$ cat src/rtl/ft_cmd_deframer_pkg.sv
// ft_cmd_pkg: framing constants, command codes and deframer types
package ft_cmd_pkg;
    localparam logic [7:0] CMD_PREFIX = 8'hAA;
    localparam logic [7:0] CMD_SUFFIX = 8'h55;
    localparam logic [15:0] CMD_TX_TEST = 16'hBEEF;
    localparam logic [15:0] CMD_RX_TEST = 16'hCAFE;
    localparam logic [15:0] CMD_LED = 16'h1ED0;
    typedef struct packed {
        logic [15:0] code;
        logic [31:0] data;
    } cmd_t;
    typedef enum logic [1:0] {IDLE, WAIT, CHECK, OUT} state_t;
endpackage

$ cat src/rtl/ft_cmd_deframer_if.sv
// ft_cmd_deframer_if: RX FIFO read port plus command valid/ready stream
interface ft_cmd_deframer_if;
    logic rxfifo_empty;
    logic rxfifo_rd;
    logic [7:0] rxfifo_data;
    logic rxfifo_valid;
    logic cmd_valid;
    logic cmd_ready;
    logic [15:0] cmd_code;
    logic [31:0] cmd_data;
    modport master (
        input rxfifo_empty, rxfifo_data, rxfifo_valid, cmd_ready,
        output rxfifo_rd, cmd_valid, cmd_code, cmd_data
    );
    modport slave (
        output rxfifo_empty, rxfifo_data, rxfifo_valid, cmd_ready,
        input rxfifo_rd, cmd_valid, cmd_code, cmd_data
    );
endinterface

$ cat src/rtl/ft_cmd_deframer.sv
// ft_cmd_deframer: slides an 8-byte window over RX FIFO bytes and emits prefix/suffix-framed commands
module ft_cmd_deframer
    import ft_cmd_pkg::*;
#(
    parameter logic [7:0] PREFIX = CMD_PREFIX,
    parameter logic [7:0] SUFFIX = CMD_SUFFIX,
    parameter int TIMEOUT_CYC = 1_000_000,
    parameter int CNT_W = 16
) (
    input logic sys_clk,
    input logic sys_rst,
    ft_cmd_deframer_if.master bus,
    output logic [CNT_W-1:0] frame_cnt,
    output logic sync_err,
    output logic timeout
);
    state_t state_q, state_d;
    logic [63:0] window_q, window_d;
    logic [3:0] byte_cnt_q, byte_cnt_d;
    logic [31:0] tcnt_q, tcnt_d;
    logic rd_q, rd_d;
    logic cmd_valid_q, cmd_valid_d;
    cmd_t cmd_q, cmd_d;
    logic [CNT_W-1:0] frame_cnt_q, frame_cnt_d;
    logic sync_err_q, sync_err_d;
    logic timeout_q, timeout_d;
    logic partial, fire;
    assign partial = byte_cnt_q != 4'd0 && byte_cnt_q != 4'd8;
    assign fire = TIMEOUT_CYC != 0 && partial && tcnt_q == 32'(TIMEOUT_CYC - 1);
    always_comb begin
        state_d = state_q;
        window_d = window_q;
        byte_cnt_d = byte_cnt_q;
        tcnt_d = '0;
        rd_d = 1'b0;
        cmd_valid_d = cmd_valid_q;
        cmd_d = cmd_q;
        frame_cnt_d = frame_cnt_q;
        sync_err_d = 1'b0;
        timeout_d = 1'b0;
        unique case (state_q)
            IDLE: begin
                if (fire) begin
                    window_d = '0;
                    byte_cnt_d = '0;
                    timeout_d = 1'b1;
                end else if (!bus.rxfifo_empty) begin
                    rd_d = 1'b1;
                    state_d = WAIT;
                end else if (partial) begin
                    tcnt_d = tcnt_q + 32'd1;
                end
            end
            WAIT: begin
                if (bus.rxfifo_valid) begin
                    window_d = {bus.rxfifo_data, window_q[63:8]};
                    byte_cnt_d = byte_cnt_q == 4'd8 ? 4'd8 : byte_cnt_q + 4'd1;
                    state_d = CHECK;
                end
            end
            CHECK: begin
                if (byte_cnt_q == 4'd8 && window_q[63:56] == PREFIX && window_q[7:0] == SUFFIX) begin
                    cmd_d = '{code: window_q[55:40], data: window_q[39:8]};
                    cmd_valid_d = 1'b1;
                    frame_cnt_d = frame_cnt_q + CNT_W'(1);
                    window_d = '0;
                    byte_cnt_d = '0;
                    state_d = OUT;
                end else begin
                    // a failed full window is kept so the next byte retries one position on
                    sync_err_d = byte_cnt_q == 4'd8;
                    state_d = IDLE;
                end
            end
            OUT: begin
                if (bus.cmd_ready) begin
                    cmd_valid_d = 1'b0;
                    state_d = IDLE;
                end
            end
            default: state_d = IDLE;
        endcase
    end
    always_ff @(posedge sys_clk) begin
        if (sys_rst) begin
            state_q <= IDLE;
            window_q <= '0;
            byte_cnt_q <= '0;
            tcnt_q <= '0;
            rd_q <= 1'b0;
            cmd_valid_q <= 1'b0;
            cmd_q <= '0;
            frame_cnt_q <= '0;
            sync_err_q <= 1'b0;
            timeout_q <= 1'b0;
        end else begin
            state_q <= state_d;
            window_q <= window_d;
            byte_cnt_q <= byte_cnt_d;
            tcnt_q <= tcnt_d;
            rd_q <= rd_d;
            cmd_valid_q <= cmd_valid_d;
            cmd_q <= cmd_d;
            frame_cnt_q <= frame_cnt_d;
            sync_err_q <= sync_err_d;
            timeout_q <= timeout_d;
        end
    end
    always_ff @(posedge sys_clk) begin
        if (!sys_rst)
            assert (!(bus.rxfifo_valid && state_q != WAIT));
    end
    assign bus.rxfifo_rd = rd_q;
    assign bus.cmd_valid = cmd_valid_q;
    assign bus.cmd_code = cmd_q.code;
    assign bus.cmd_data = cmd_q.data;
    assign frame_cnt = frame_cnt_q;
    assign sync_err = sync_err_q;
    assign timeout = timeout_q;
endmodule

$ cat src/flat_wrapper.sv
// flat-port wrapper written by rule: the top's interface ports become plain ports
module ft_cmd_deframer_flat import ft_cmd_pkg::*;
#(
    parameter logic [7:0] PREFIX = CMD_PREFIX,
    parameter logic [7:0] SUFFIX = CMD_SUFFIX,
    parameter int TIMEOUT_CYC = 1_000_000,
    parameter int CNT_W = 16
)
  (sys_clk, sys_rst, frame_cnt, sync_err, timeout, bus_rxfifo_empty, bus_rxfifo_data, bus_rxfifo_valid, bus_cmd_ready, bus_rxfifo_rd, bus_cmd_valid, bus_cmd_code, bus_cmd_data);
  ft_cmd_deframer_if bus_i ();
  input logic sys_clk;
  input logic sys_rst;
  output logic [CNT_W-1:0] frame_cnt;
  output logic sync_err;
  output logic timeout;
  input wire logic [$bits(bus_i.rxfifo_empty)-1:0] bus_rxfifo_empty;
  input wire logic [$bits(bus_i.rxfifo_data)-1:0] bus_rxfifo_data;
  input wire logic [$bits(bus_i.rxfifo_valid)-1:0] bus_rxfifo_valid;
  input wire logic [$bits(bus_i.cmd_ready)-1:0] bus_cmd_ready;
  output wire logic [$bits(bus_i.rxfifo_rd)-1:0] bus_rxfifo_rd;
  output wire logic [$bits(bus_i.cmd_valid)-1:0] bus_cmd_valid;
  output wire logic [$bits(bus_i.cmd_code)-1:0] bus_cmd_code;
  output wire logic [$bits(bus_i.cmd_data)-1:0] bus_cmd_data;
  assign bus_i.rxfifo_empty = bus_rxfifo_empty;
  assign bus_i.rxfifo_data = bus_rxfifo_data;
  assign bus_i.rxfifo_valid = bus_rxfifo_valid;
  assign bus_i.cmd_ready = bus_cmd_ready;
  assign bus_rxfifo_rd = bus_i.rxfifo_rd;
  assign bus_cmd_valid = bus_i.cmd_valid;
  assign bus_cmd_code = bus_i.cmd_code;
  assign bus_cmd_data = bus_i.cmd_data;
  ft_cmd_deframer #(.PREFIX(PREFIX), .SUFFIX(SUFFIX), .TIMEOUT_CYC(TIMEOUT_CYC), .CNT_W(CNT_W)) u_core (.sys_clk(sys_clk), .sys_rst(sys_rst), .bus(bus_i), .frame_cnt(frame_cnt), .sync_err(sync_err), .timeout(timeout));
endmodule
$ cat config.mk
export PLATFORM = sky130hd
export DESIGN_NAME = ft_cmd_deframer_flat
export DESIGN_NICKNAME = d
export VERILOG_FILES = /design/src/rtl/ft_cmd_deframer_pkg.sv /design/src/rtl/ft_cmd_deframer_if.sv /design/src/rtl/ft_cmd_deframer.sv /design/src/flat_wrapper.sv
export SDC_FILE = /design/constraint.sdc
export NUM_CORES = 1
export LEC_CHECK = 0
export CAP_MARGIN = 20
export CORE_UTILIZATION = 51
export CTS_CLUSTER_SIZE = 40
export DETAILED_ROUTE_END_ITERATION = 16
export PLACE_DENSITY = 0.76
export SLEW_MARGIN = 20
export SYNTH_ARGS = -nofsm -noshare
export SYNTH_HDL_FRONTEND = slang
export SYNTH_SLANG_ARGS = --single-unit
$ cat constraint.sdc
create_clock -name sys_clk -period 1.8 [get_ports sys_clk]
set_input_delay 0.54 -clock sys_clk [delete_from_list [all_inputs] [get_ports sys_clk]]
set_output_delay 0.54 -clock sys_clk [all_outputs]
set_load 0.05 [all_outputs]
# ---- Word-level counts from Yosys, hierarchy flattened
# Cells that the tools add are included.
dict set report totals {
  register_bits 170
  inputBits 13
  output_inout_bits 68
  elab_cells 68
}
dict set report op_classes {
  n_addsub 3
  n_eq_ne 14
  mux 20
  bitwise 4
  reduce_logical 16
}
# cell count
set op_table {}
lappend op_table {{$mux 64} 3}
lappend op_table {{$pmux 64 s3} 1}
lappend op_table {{$add 32x1->32 const B} 1}
lappend op_table {{$eq 32x20->1 const B} 1}
lappend op_table {{$add 16x1->16 const B} 1}
lappend op_table {{$mux 4} 4}
lappend op_table {{$pmux 4 s3} 1}
lappend op_table {{$mux 2} 5}
lappend op_table {{$eq 8x7->1 const B} 1}
lappend op_table {{$eq 8x8->1 const B} 1}
lappend op_table {{$ne 2x2->1 const B} 4}
lappend op_table {{$pmux 2 s4} 1}
lappend op_table {{$reduce_and 4->1} 2}
lappend op_table {{$reduce_or 3->1} 2}
lappend op_table {{$reduce_or 5->1} 1}
lappend op_table {{$add 4x1->4 const B} 1}
lappend op_table {{$eq 2x2->1 const B} 2}
lappend op_table {{$eq 4x4->1 const B} 1}
lappend op_table {{$logic_and 1x1->1} 4}
lappend op_table {{$mux 1} 4}
lappend op_table {{$ne 2x1->1 const B} 2}
lappend op_table {{$ne 4x4->1 const B} 1}
lappend op_table {{$not 1->1} 4}
lappend op_table {{$reduce_bool 4->1} 1}
lappend op_table {{8 further kinds} 8}

# ---- Longest topological paths before layout
# Gate-level depths: netlist of run 1.
dict set report logic_depth {
  ltp_word 5
  ltp_mapped 9
  mapped_depth_nobuf 6
}

# ---- Worst setup path before layout of run 1
# No wires, ideal clock.
dict set report synth_path {
  kind {register to register}
  from {register u_core.frame_cnt_q[2] (netlist: u_core.frame_cnt[2])}
  to {register u_core.frame_cnt_q[9] (netlist: u_core.frame_cnt[9])}
  setup_ps 121
  arrival_ps 1928
  required_time_ps 1679
  slack_ps -249
  stages_incl_launch_ff 6
  path_buffers 1
  period_less_slack_ps 2049
  path_cell_list {dfxtp_1 > and4_1 > buf_1 > nand4_1 > nor4_1 > mux2_2}
}
dict set report synth_between {
  elab_chain_cells 1
}
# element line
set synth_lines {}
lappend synth_lines {{start: declaration} ft_cmd_deframer.sv:24} ;# logic [CNT_W-1:0] frame_cnt_q, frame_cnt_d;
lappend synth_lines {{start signal: assignment} ft_cmd_deframer.sv:104} ;# frame_cnt_q <= frame_cnt_d;
lappend synth_lines {{$add 16x1->16} ft_cmd_deframer.sv:65} ;# frame_cnt_d = frame_cnt_q + CNT_W'(1);
# Every way passes these cells.
# A chain may end at the register's enable or synchronous reset.

# ---- Worst setup path in the final report of run 1
dict set report layout_path {
  from {register u_core.byte_cnt_q[0]}
  to {register u_core.frame_cnt_q[9] (netlist: u_core.frame_cnt[9])}
}
dict set report layout_between {
  elab_chain_cells 4
}
# element line
set layout_lines {}
lappend layout_lines {{start: declaration} ft_cmd_deframer.sv:19} ;# logic [3:0] byte_cnt_q, byte_cnt_d;
lappend layout_lines {{start signal: assignment} ft_cmd_deframer.sv:99} ;# byte_cnt_q <= byte_cnt_d;
lappend layout_lines {{$eq 4x4->1} ft_cmd_deframer.sv:62} ;# if (byte_cnt_q == 4'd8 && window_q[63:56] == PREFIX && window_q[7:0] == SUFFIX) begin
lappend layout_lines {{$logic_and 1x1->1 (2 in a row)} ft_cmd_deframer.sv:62}
lappend layout_lines {{$reduce_and 2->1 (no source line)} --}
# Every way passes these cells.

==> flow_metrics.py, run 1 <==
metrics = {
    "status": {
        "outcome": "finished, violations left",
        "violations": "negative setup slack",
    },
    "power_and_ir_drop": {
        "pwr-share-clk": 0.438,
        "power_frac_comb": 0.108,
        "leakage_nw": 3.52,
        "intPower_mw": 6.29,
        "p_per_area_nw_per_um2": 803,
        "peakVddDrop_v": 0.000792,
        "p_seq_frac": 0.455,
        "switching_share": 0.247,
        "p_sw_mw": 2.07,
    },
    "yosys": {
        "yosys.area.top_type": "dfxtp_1",
        "synth_top_area_share": 0.433,
        "synth_area_um2": 7860,
        "synth-edff-count": 0,
        "ys_seq_area_frac": 0.433,
        "syn_nets": 913,
        "synth_area_per_cell_um2": 8.77,
        "syn_inst": 896,
        "synthArstFlopShare": 0,
        "ys.warnings.count": 0,
        "synth-seq-cells": 170,
        "synth_area_leaders": "dfxtp_1 (43%), a21oi_1 (12%), a311oi_1 (7.5%)",
        "synth_cell_types": 61,
        "synth_flop_cell": "dfxtp_1",
    },
    "timing": {
        "worst_slack_ns": -0.124,
        "relSlewSlack": 0.456,
        "fin_skew_ns": 0.0113,
        "report.final.slew_viol_count": 0,
        "fin_hold_ws_ns": 0.431,
        "tightest_slew_ns": 0.816,
        "rsz0062_at_grt": "yes",
        "setup_viol": 79,
        "finalHoldViolCount": 0,
        "finalCritPeriodShare": 1.07,
        "tns_ns": -5.77,
        "fmax_ghz": 0.520,
        "finalCriticalPeriod_ns": 1.92,
    },
    "detailed_routing": {
        "vias": 7638,
        "drc": 0,
        "wl_um": 21800,
        "firstDrtPassIters": 5,
        "wl_per_cell_um": 18.1,
        "vias_per_cell": 6.37,
        "drtIter0Drc": 694,
        "ant_nets": 0,
    },
    "grt": {
        "grt_pass1_vias": 6857,
        "grt_start_max_net_pins": 77,
        "grt_pass1_wl_um": 34600,
        "grt_usage": 0.268,
        "grt_overflow": 0,
        "antenna_found_initial": 0,
    },
    "layout": {
        "n_antenna_cell": 0,
        "syn2layout_area_growth_pct": 32.5,
        "fin_util": 0.688,
        "nFillCells": 1151,
        "layout.nets": 1016,
        "drive_gt1_frac": 0.274,
    },
    "clock_network": {
        "clk_path_buf_depth": 2,
        "clk_latency_ns": 0.43,
        "cts_hold_buf": 0,
        "clkTransAtPathRegs_ns": 0.07,
        "clock_sinks": 170,
        "cts_buffers": 17,
        "tritoncts": "yes",
        "cts-root-buf": "clkbuf_16",
        "h-tree-depth": 4,
    },
    "critical_path": {
        "r2r_slack_ns": -0.12,
        "crit_family": "simple AND/OR/NAND/NOR gates",
        "critPathSlowestCell": "mux2_2",
        "crit_type": "reg -> reg",
        "path_cells": "inv_2 > ha_4 > nor2b_4 > nand4_1 > buf_6 > buf_2 > nor4_1 > mux2_2",
        "cpPeakStageDelay_ns": 0.37,
        "cp.required_ns": 2.12,
        "cp_max_fo": 7,
        "start_kind": "flip-flop",
        "worst_ep_arrival_time_ns": 2.24,
        "path_buf_inv": 3,
        "endpoint_kind": "flip-flop",
    },
    "die": {
        "fp.dieArea_um2": 15900,
        "start_util": 0.519,
        "die_y_um": 126,
        "ios": 81,
        "rows": 45,
        "dieWidth_um": 126,
        "coreArea_um2": 15100,
    },
    "placement": {
        "dpl.hpwl_um": 13200,
        "numPortBuffers": 80,
        "gp_routability_congestion": 0.818,
    },
    "run": {
        "cap_violations": 0,
    },
    "worst_hold_path": {
        "hp-class": "reg -> reg",
    },
}
[cell type report]
type / instances / area, µm² / area share
Tap cell: 188 / 235 / 0.0226
Clock buffer: 20 / 447 / 0.0429
Clock inverter: 12 / 138 / 0.0132
Timing Repair Buffer: 181 / 2030 / 0.195
Sequential cell: 170 / 3430 / 0.329
Multi-Input combinational cell: 619 / 4100 / 0.394
Inverter: 10 / 37.5 / 0.00360
[layer usage]
metal / vias up / track usage / part of all wire
li1: 3642 / - / -
met2: 253 / 0.442 / 0.50
met4: 0 / 0.0751 / 0.013
met5: - / 0 / 0
met1: 3718 / 0.354 / 0.44
met3: 25 / 0.0578 / 0.052
[cell usage in the layout, fill, tap and decap left out, types with 9 or more instances in the layout]
cell	n
dfxtp_2	18
nand3_1	66
a21oi_1	185
o21ai_1	31
nor3_1	17
nand2_1	16
nor2_1	20
buf_4	115
or4_1	9
xor2_1	10
nor4_1	11
clkbuf_16	18
clkdlybuf4s50_1	11
a311oi_1	65
nor2b_1	13
buf_12	44
o21ai_0	28
nand4_1	20
o31ai_1	11
dfxtp_1	152
a211oi_1	14
[timing repair]
action / 4_1_cts / 5_1_grt
cloned: 4 / 3
gates resized for setup: 17 / 60
pin swaps: 4 / 8
setup buffers: 6 / 10
setup endpoints to repair: 88 / 166
[cells by family (layout without fill, tap and decap cells)]
| group | Yosys count | count (layout) | synth area share |
|---|---|---|---|
| XOR/XNOR | 11 | 11 | 0.0123 |
| AO/OA/AOI/OAI | 349 | 349 | 0.268 |
| buffers and inverters | 109 | 223 | 0.0689 |
| multiplexers | 15 | 15 | 0.0212 |
| adder cells (fa/ha/maj) | 4 | 4 | 0.00637 |
| flip-flops | 170 | 170 | 0.433 |
| AND/OR/NAND/NOR | 238 | 240 | 0.190 |
[cells in the mapped netlist (all sizes together) (2+ instances only)]
master  count
a211oi     17
a21oi     185
a311oi     67
and2        6
and3        5
and4       10
and4bb      2
buf        40
clkbuf     59
dfxtp     170
ha          4
inv        10
mux2       13
mux2i       2
nand2      17
nand2b      3
nand3      67
nand4      24
nor2       22
nor2b      14
nor3       18
nor3b       2
nor4       20
nor4b       5
o21ai      61
o311ai      2
o31ai      12
or3         8
or4        10
xor2       10
[flip-flops by register name (all words and copies together), names as in the netlist]
name,flops
u_core.bus.cmd_code,16
u_core.bus.cmd_data,32
u_core.bus.cmd_valid,1
u_core.bus.rxfifo_rd,1
u_core.byte_cnt_q,4
u_core.frame_cnt,16
u_core.state_q,2
u_core.sync_err,1
u_core.tcnt_q,32
u_core.timeout,1
u_core.window_q,64
[stage by stage]
step	power (mW)	std cells	setup WS [ns]	cell area [µm²]
after floorplan	4.28	896	-0.0290	7900
after detailed placement	4.55	1147	-0.442	9400
after CTS	8.33	1189	-0.0717	10200
after global routing	8.60	1200	-0.177	10400
final	8.36	1200	-0.124	10400
after global placement	4.54	1147	-0.371	9400
[final timing paths]
check                                           from                  end  depth (start not counted)
worst max-delay path            u_core.byte_cnt_q[0]  u_core.frame_cnt[9]                          8
worst max register to register  u_core.byte_cnt_q[0]  u_core.frame_cnt[9]                          8
worst min-delay path                u_core.tcnt_q[0]     u_core.tcnt_q[0]                          1
worst min register to register      u_core.tcnt_q[0]     u_core.tcnt_q[0]                          1
[power by group through the flow]
| stage | logic, mW | clock network, mW | registers (mW) |
|---|---|---|---|
| 6_report | 0.899 | 3.66 | 3.80 |
| 5_1_grt | 0.945 | 3.85 | 3.80 |
| 4_1_cts | 0.840 | 3.68 | 3.80 |
| 3_5_place_dp | 0.663 | 0 | 3.88 |
| 3_3_place_gp | 0.657 | 0 | 3.88 |
| 2_1_floorplan | 0.392 | 0 | 3.89 |
Note: power is estimated with default switching activity, not from simulation.
==> run 2: changes to the inputs <==
Settings changed: GPL_TIMING_DRIVEN from default to 0, PLACE_DENSITY 0.76 to 0.73.
Clock period 1.8 ns to 2.3 ns, I/O delays scaled along.
==> flow_metrics.py, run 2 (synthesis gave the netlist of run 1 again) <==
metrics = {
    "detailed_routing": {
        "ant_nets": 0,
        "wl_per_cell_um": 17.9,
        "drc": 0,
        "vias": 7493,
        "vias_per_cell": 6.27,
        "drtIter0Drc": 709,
        "wl_um": 21300,
        "firstDrtPassIters": 5,
    },
    "timing": {
        "fin_skew_ns": 0.00994,
        "finalCriticalPeriod_ns": 2.29,
        "tightest_slew_ns": 0.698,
        "report.final.slew_viol_count": 0,
        "relSlewSlack": 0.534,
        "tns_ns": 0,
        "fmax_ghz": 0.437,
        "setup_viol": 0,
        "finalCritPeriodShare": 0.995,
        "finalHoldViolCount": 0,
        "rsz0062_at_grt": "no",
    },
    "die": {
        "coreArea_um2": 15100,
        "start_util": 0.519,
        "dieWidth_um": 126,
        "fp.dieArea_um2": 15900,
        "die_y_um": 126,
        "rows": 45,
        "ios": 81,
    },
    "critical_path": {
        "endpoint_kind": "output port",
        "path_buf_inv": 1,
        "crit_type": "reg -> out",
        "cp_max_fo": 2,
        "path_cells": "clkdlybuf4s50_1",
        "r2r_slack_ns": 0.18,
        "cp.required_ns": 1.61,
        "worst_ep_arrival_time_ns": 1.60,
        "crit_family": "buffers and inverters",
        "critPathSlowestCell": "clkdlybuf4s50_1",
        "rr_worst_depth": 7,
        "start_kind": "flip-flop",
        "cpPeakStageDelay_ns": 0.81,
        "cp_num_cells": 1,
    },
    "grt": {
        "grt_overflow": 0,
        "grt_pass1_vias": 6670,
        "grt_pass1_wl_um": 35300,
        "antenna_found_initial": 0,
        "grt_usage": 0.276,
        "grt_start_max_net_pins": 17,
    },
    "power_and_ir_drop": {
        "p_per_area_nw_per_um2": 648,
        "peakVddDrop_v": 0.000513,
        "finalPower_mw": 6.15,
        "leakage_nw": 3.16,
    },
    "layout": {
        "multi_input_area_um2": 3930,
        "final_area_um2": 9500,
        "regArea_um2": 3400,
        "largest_reg_flops": 64,
        "nFillCells": 1339,
        "layout.nets": 1011,
        "n_antenna_cell": 0,
        "drive_gt1_frac": 0.119,
        "final_common_cell": "a21oi_1",
        "syn2layout_area_growth_pct": 20.9,
        "final_cell_mix": "a21oi_1 (185), dfxtp_1 (170), nand3_1 (67), a311oi_1 (67), o21ai_0 (60)",
        "top_register": "u_core.window_q",
        "fin_cells": 1195,
    },
    "clock_network": {
        "clkTransAtPathRegs_ns": 0.06,
        "clk_path_buf_depth": 2,
        "clk_latency_ns": 0.44,
        "h-tree-depth": 4,
        "clock_sinks": 170,
        "cts_hold_buf": 0,
        "tritoncts": "yes",
        "cts-root-buf": "clkbuf_16",
        "cts_buffers": 17,
    },
    "worst_hold_path": {
        "hold_path_depth": 1,
        "hp-class": "reg -> reg",
    },
    "placement": {
        "numPortBuffers": 79,
        "dpl.hpwl_um": 14800,
        "placed_cells_incl_taps": 1163,
        "gp_routability_congestion": 0.887,
        "placed_cell_area_um2": 8890,
    },
    "status": {
        "outcome": "completed",
    },
    "run": {
        "cap_violations": 0,
    },
}
run 2: stage by stage:
stage / utilization / setup slack, ns / hold WS (ns)
2_1_floorplan: - / 0.251 / 0.424
3_3_place_gp: 0.587 / -0.496 / 0.443
3_5_place_dp: 0.587 / -0.574 / 0.452
4_1_cts: 0.623 / 0.00141 / 0.461
5_1_grt: 0.627 / 0.000192 / 0.487
6_report: 0.627 / 0.0119 / 0.454
run 2: what timing repair did:
item | in CTS | in global routing
gates resized for setup | 31 | 35
pin swaps | 1 | 0
setup endpoints to repair | 75 | 128
buffers inserted | 1 | 0
run 2: routing by layer:
metal  routed length, µm  global-route usage  vias to the layer above
met2                9750               0.421                      229
met1               10100               0.397                     3604
li1                    -                   -                     3628
met5                   0                   0                        -
met3                1040              0.0404                       32
met4                 465               0.101                        0
run 2: path summary, 6_finish.rpt:
| path | end | startpoint |
|---|---|---|
| setup / recovery | bus_cmd_code[1] | u_core.bus.cmd_code[1] |
| hold / removal | u_core.tcnt_q[0] | u_core.tcnt_q[0] |
| setup reg to reg | u_core.tcnt_q[22] | u_core.tcnt_q[0] |
| hold reg to reg | u_core.tcnt_q[0] | u_core.tcnt_q[0] |
run 2: area by class of cell:
type / count / area share
Sequential cell: 170 / 0.358
Timing Repair Buffer: 80 / 0.0835
Clock inverter: 14 / 0.0134
Inverter: 10 / 0.00395
Tap cell: 188 / 0.0248
Clock buffer: 18 / 0.0452
Multi-Input combinational cell: 617 / 0.414
Buffer: 98 / 0.0571
run 2: report_power, final:
group	internal [mW]	total, mW	leakage [nW]	switching [mW]
registers	2.96	2.98	1.37	0.0168
logic	0.137	0.448	1.54	0.311
clock network	1.49	2.73	0.250	1.24
total	4.59	6.15	3.16	1.57
==> run 3: changes to the inputs <==
Settings changed: GPL_ROUTABILITY_DRIVEN from default to 0, SKIP_LAST_GASP from default to 1.
==> flow_metrics.py, run 3 (synthesis gave the netlist of run 1 again) <==
metrics = {
    "status": {
        "outcome": "completed",
    },
    "placement": {
        "placed_cell_area_um2": 8890,
        "dpl.hpwl_um": 14800,
        "numPortBuffers": 79,
    },
    "clock_network": {
        "clk_path_buf_depth": 2,
        "clkTransAtPathRegs_ns": 0.06,
        "cts-root-buf": "clkbuf_16",
        "clk_latency_ns": 0.44,
        "clock_sinks": 170,
        "cts_buffers": 17,
        "cts_hold_buf": 0,
        "tritoncts": "yes",
        "h-tree-depth": 4,
    },
    "timing": {
        "setup_viol": 0,
        "finalCritPeriodShare": 0.994,
        "report.final.slew_viol_count": 0,
        "relSlewSlack": 0.531,
        "rsz0062_at_grt": "yes",
        "tns_ns": 0,
        "fmax_ghz": 0.437,
        "fin_hold_ws_ns": 0.454,
        "fin_skew_ns": 0.00987,
        "finalCriticalPeriod_ns": 2.29,
        "finalHoldViolCount": 0,
        "tightest_slew_ns": 0.703,
    },
    "grt": {
        "antenna_found_initial": 0,
        "grt_overflow": 0,
        "grt_start_max_net_pins": 17,
        "grt_pass1_wl_um": 35300,
        "grt_pass1_vias": 6670,
        "grt_usage": 0.276,
    },
    "detailed_routing": {
        "wl_per_cell_um": 17.8,
        "drc": 0,
        "vias_per_cell": 6.27,
        "firstDrtPassIters": 5,
        "wl_um": 21300,
        "ant_nets": 0,
        "vias": 7495,
        "drtIter0Drc": 724,
    },
    "die": {
        "die_y_um": 126,
        "dieWidth_um": 126,
        "start_util": 0.519,
        "rows": 45,
        "fp.dieArea_um2": 15900,
        "ios": 81,
        "coreArea_um2": 15100,
    },
    "worst_hold_path": {
        "min_from": "u_core.tcnt_q[0]",
        "hold_path_depth": 1,
        "hp-class": "reg -> reg",
        "hold_path_end": "u_core.tcnt_q[0]",
    },
    "critical_path": {
        "endpoint_kind": "output port",
        "cpPeakStageDelay_ns": 0.81,
        "start_kind": "flip-flop",
        "crit_type": "reg -> out",
        "r2r-start": "u_core.tcnt_q[0]",
        "r2r_slack_ns": 0.12,
        "worst_ep_arrival_time_ns": 1.60,
        "cp.required_ns": 1.61,
        "cp_max_fo": 2,
        "regToRegEndpoint": "u_core.window_q[32]",
        "crit_family": "buffers and inverters",
        "critPathSlowestCell": "clkdlybuf4s50_1",
        "path_buf_inv": 1,
        "path_cells": "clkdlybuf4s50_1",
        "rr_worst_depth": 6,
    },
    "layout": {
        "regArea_um2": 3400,
        "drive_gt1_frac": 0.118,
        "n_antenna_cell": 0,
        "largest_reg_flops": 64,
        "final_cell_mix": "a21oi_1 (185), dfxtp_1 (170), nand3_1 (67), a311oi_1 (67), o21ai_0 (60)",
        "final_common_cell": "a21oi_1",
        "fin_util": 0.627,
        "nFillCells": 1339,
        "syn2layout_area_growth_pct": 20.9,
        "multi_input_area_um2": 3930,
        "final_area_um2": 9500,
        "layout.nets": 1011,
        "top_register": "u_core.window_q",
    },
    "power_and_ir_drop": {
        "finalPower_mw": 6.15,
        "leakage_nw": 3.16,
        "peakVddDrop_v": 0.000511,
        "p_per_area_nw_per_um2": 647,
    },
    "run": {
        "cap_violations": 0,
    },
}
## run 3: final cells by class
class | count | share of cell area
Multi-Input combinational cell | 617 | 0.414
Sequential cell | 170 | 0.358
Timing Repair Buffer | 80 | 0.0835
Buffer | 98 | 0.0570
Clock buffer | 18 | 0.0452
Tap cell | 188 | 0.0248
Clock inverter | 14 | 0.0134
Inverter | 10 | 0.00395
## run 3: worst max path at each step
| stage | from | cells after the start | slack [ns] | endpoint |
|---|---|---|---|---|
| floorplan | u_core.frame_cnt[2] | 5 | 0.25 | u_core.frame_cnt[9] |
| global placement | bus_rxfifo_valid | 7 | -0.50 | u_core.window_q[62] |
| detailed placement | bus_rxfifo_valid | 7 | -0.57 | u_core.window_q[60] |
| CTS | u_core.byte_cnt_q[0] | 9 | -0.0002 | u_core.bus.cmd_data[1] |
| global route | u_core.tcnt_q[10] | 5 | -0.03 | u_core.window_q[32] |
| finish | u_core.bus.cmd_code[1] | 1 | 0.01 | bus_cmd_code[1] |
## run 3: what timing repair did
item / CTS / global route
resized for setup: 30 / 35
pin swaps: 1 / 0
setup buffers: 1 / 0
endpoints found under the setup margin: 75 / 128
## run 3: metal layers
metal | vias up | global-route usage | routed length (µm)
met1 | 3596 | 0.397 | 10100
met4 | 0 | 0.101 | 473
met2 | 233 | 0.421 | 9690
li1 | 3629 | - | -
met3 | 37 | 0.0404 | 1010
met5 | - | 0 | 0
## run 3: power breakdown
part	leakage, nW	switching, mW	internal (mW)
registers	1.37	0.0168	2.96
logic	1.54	0.311	0.136
clock network	0.250	1.24	1.49
total	3.16	1.56	4.58
## run 3: per-stage QoR
stage	instances	setup WS, ns
floorplan	896	0.251
global route	1195	-0.0315
CTS	1196	-0.000213
finish	1195	0.0141
detailed placement	1163	-0.574
global placement	1163	-0.496
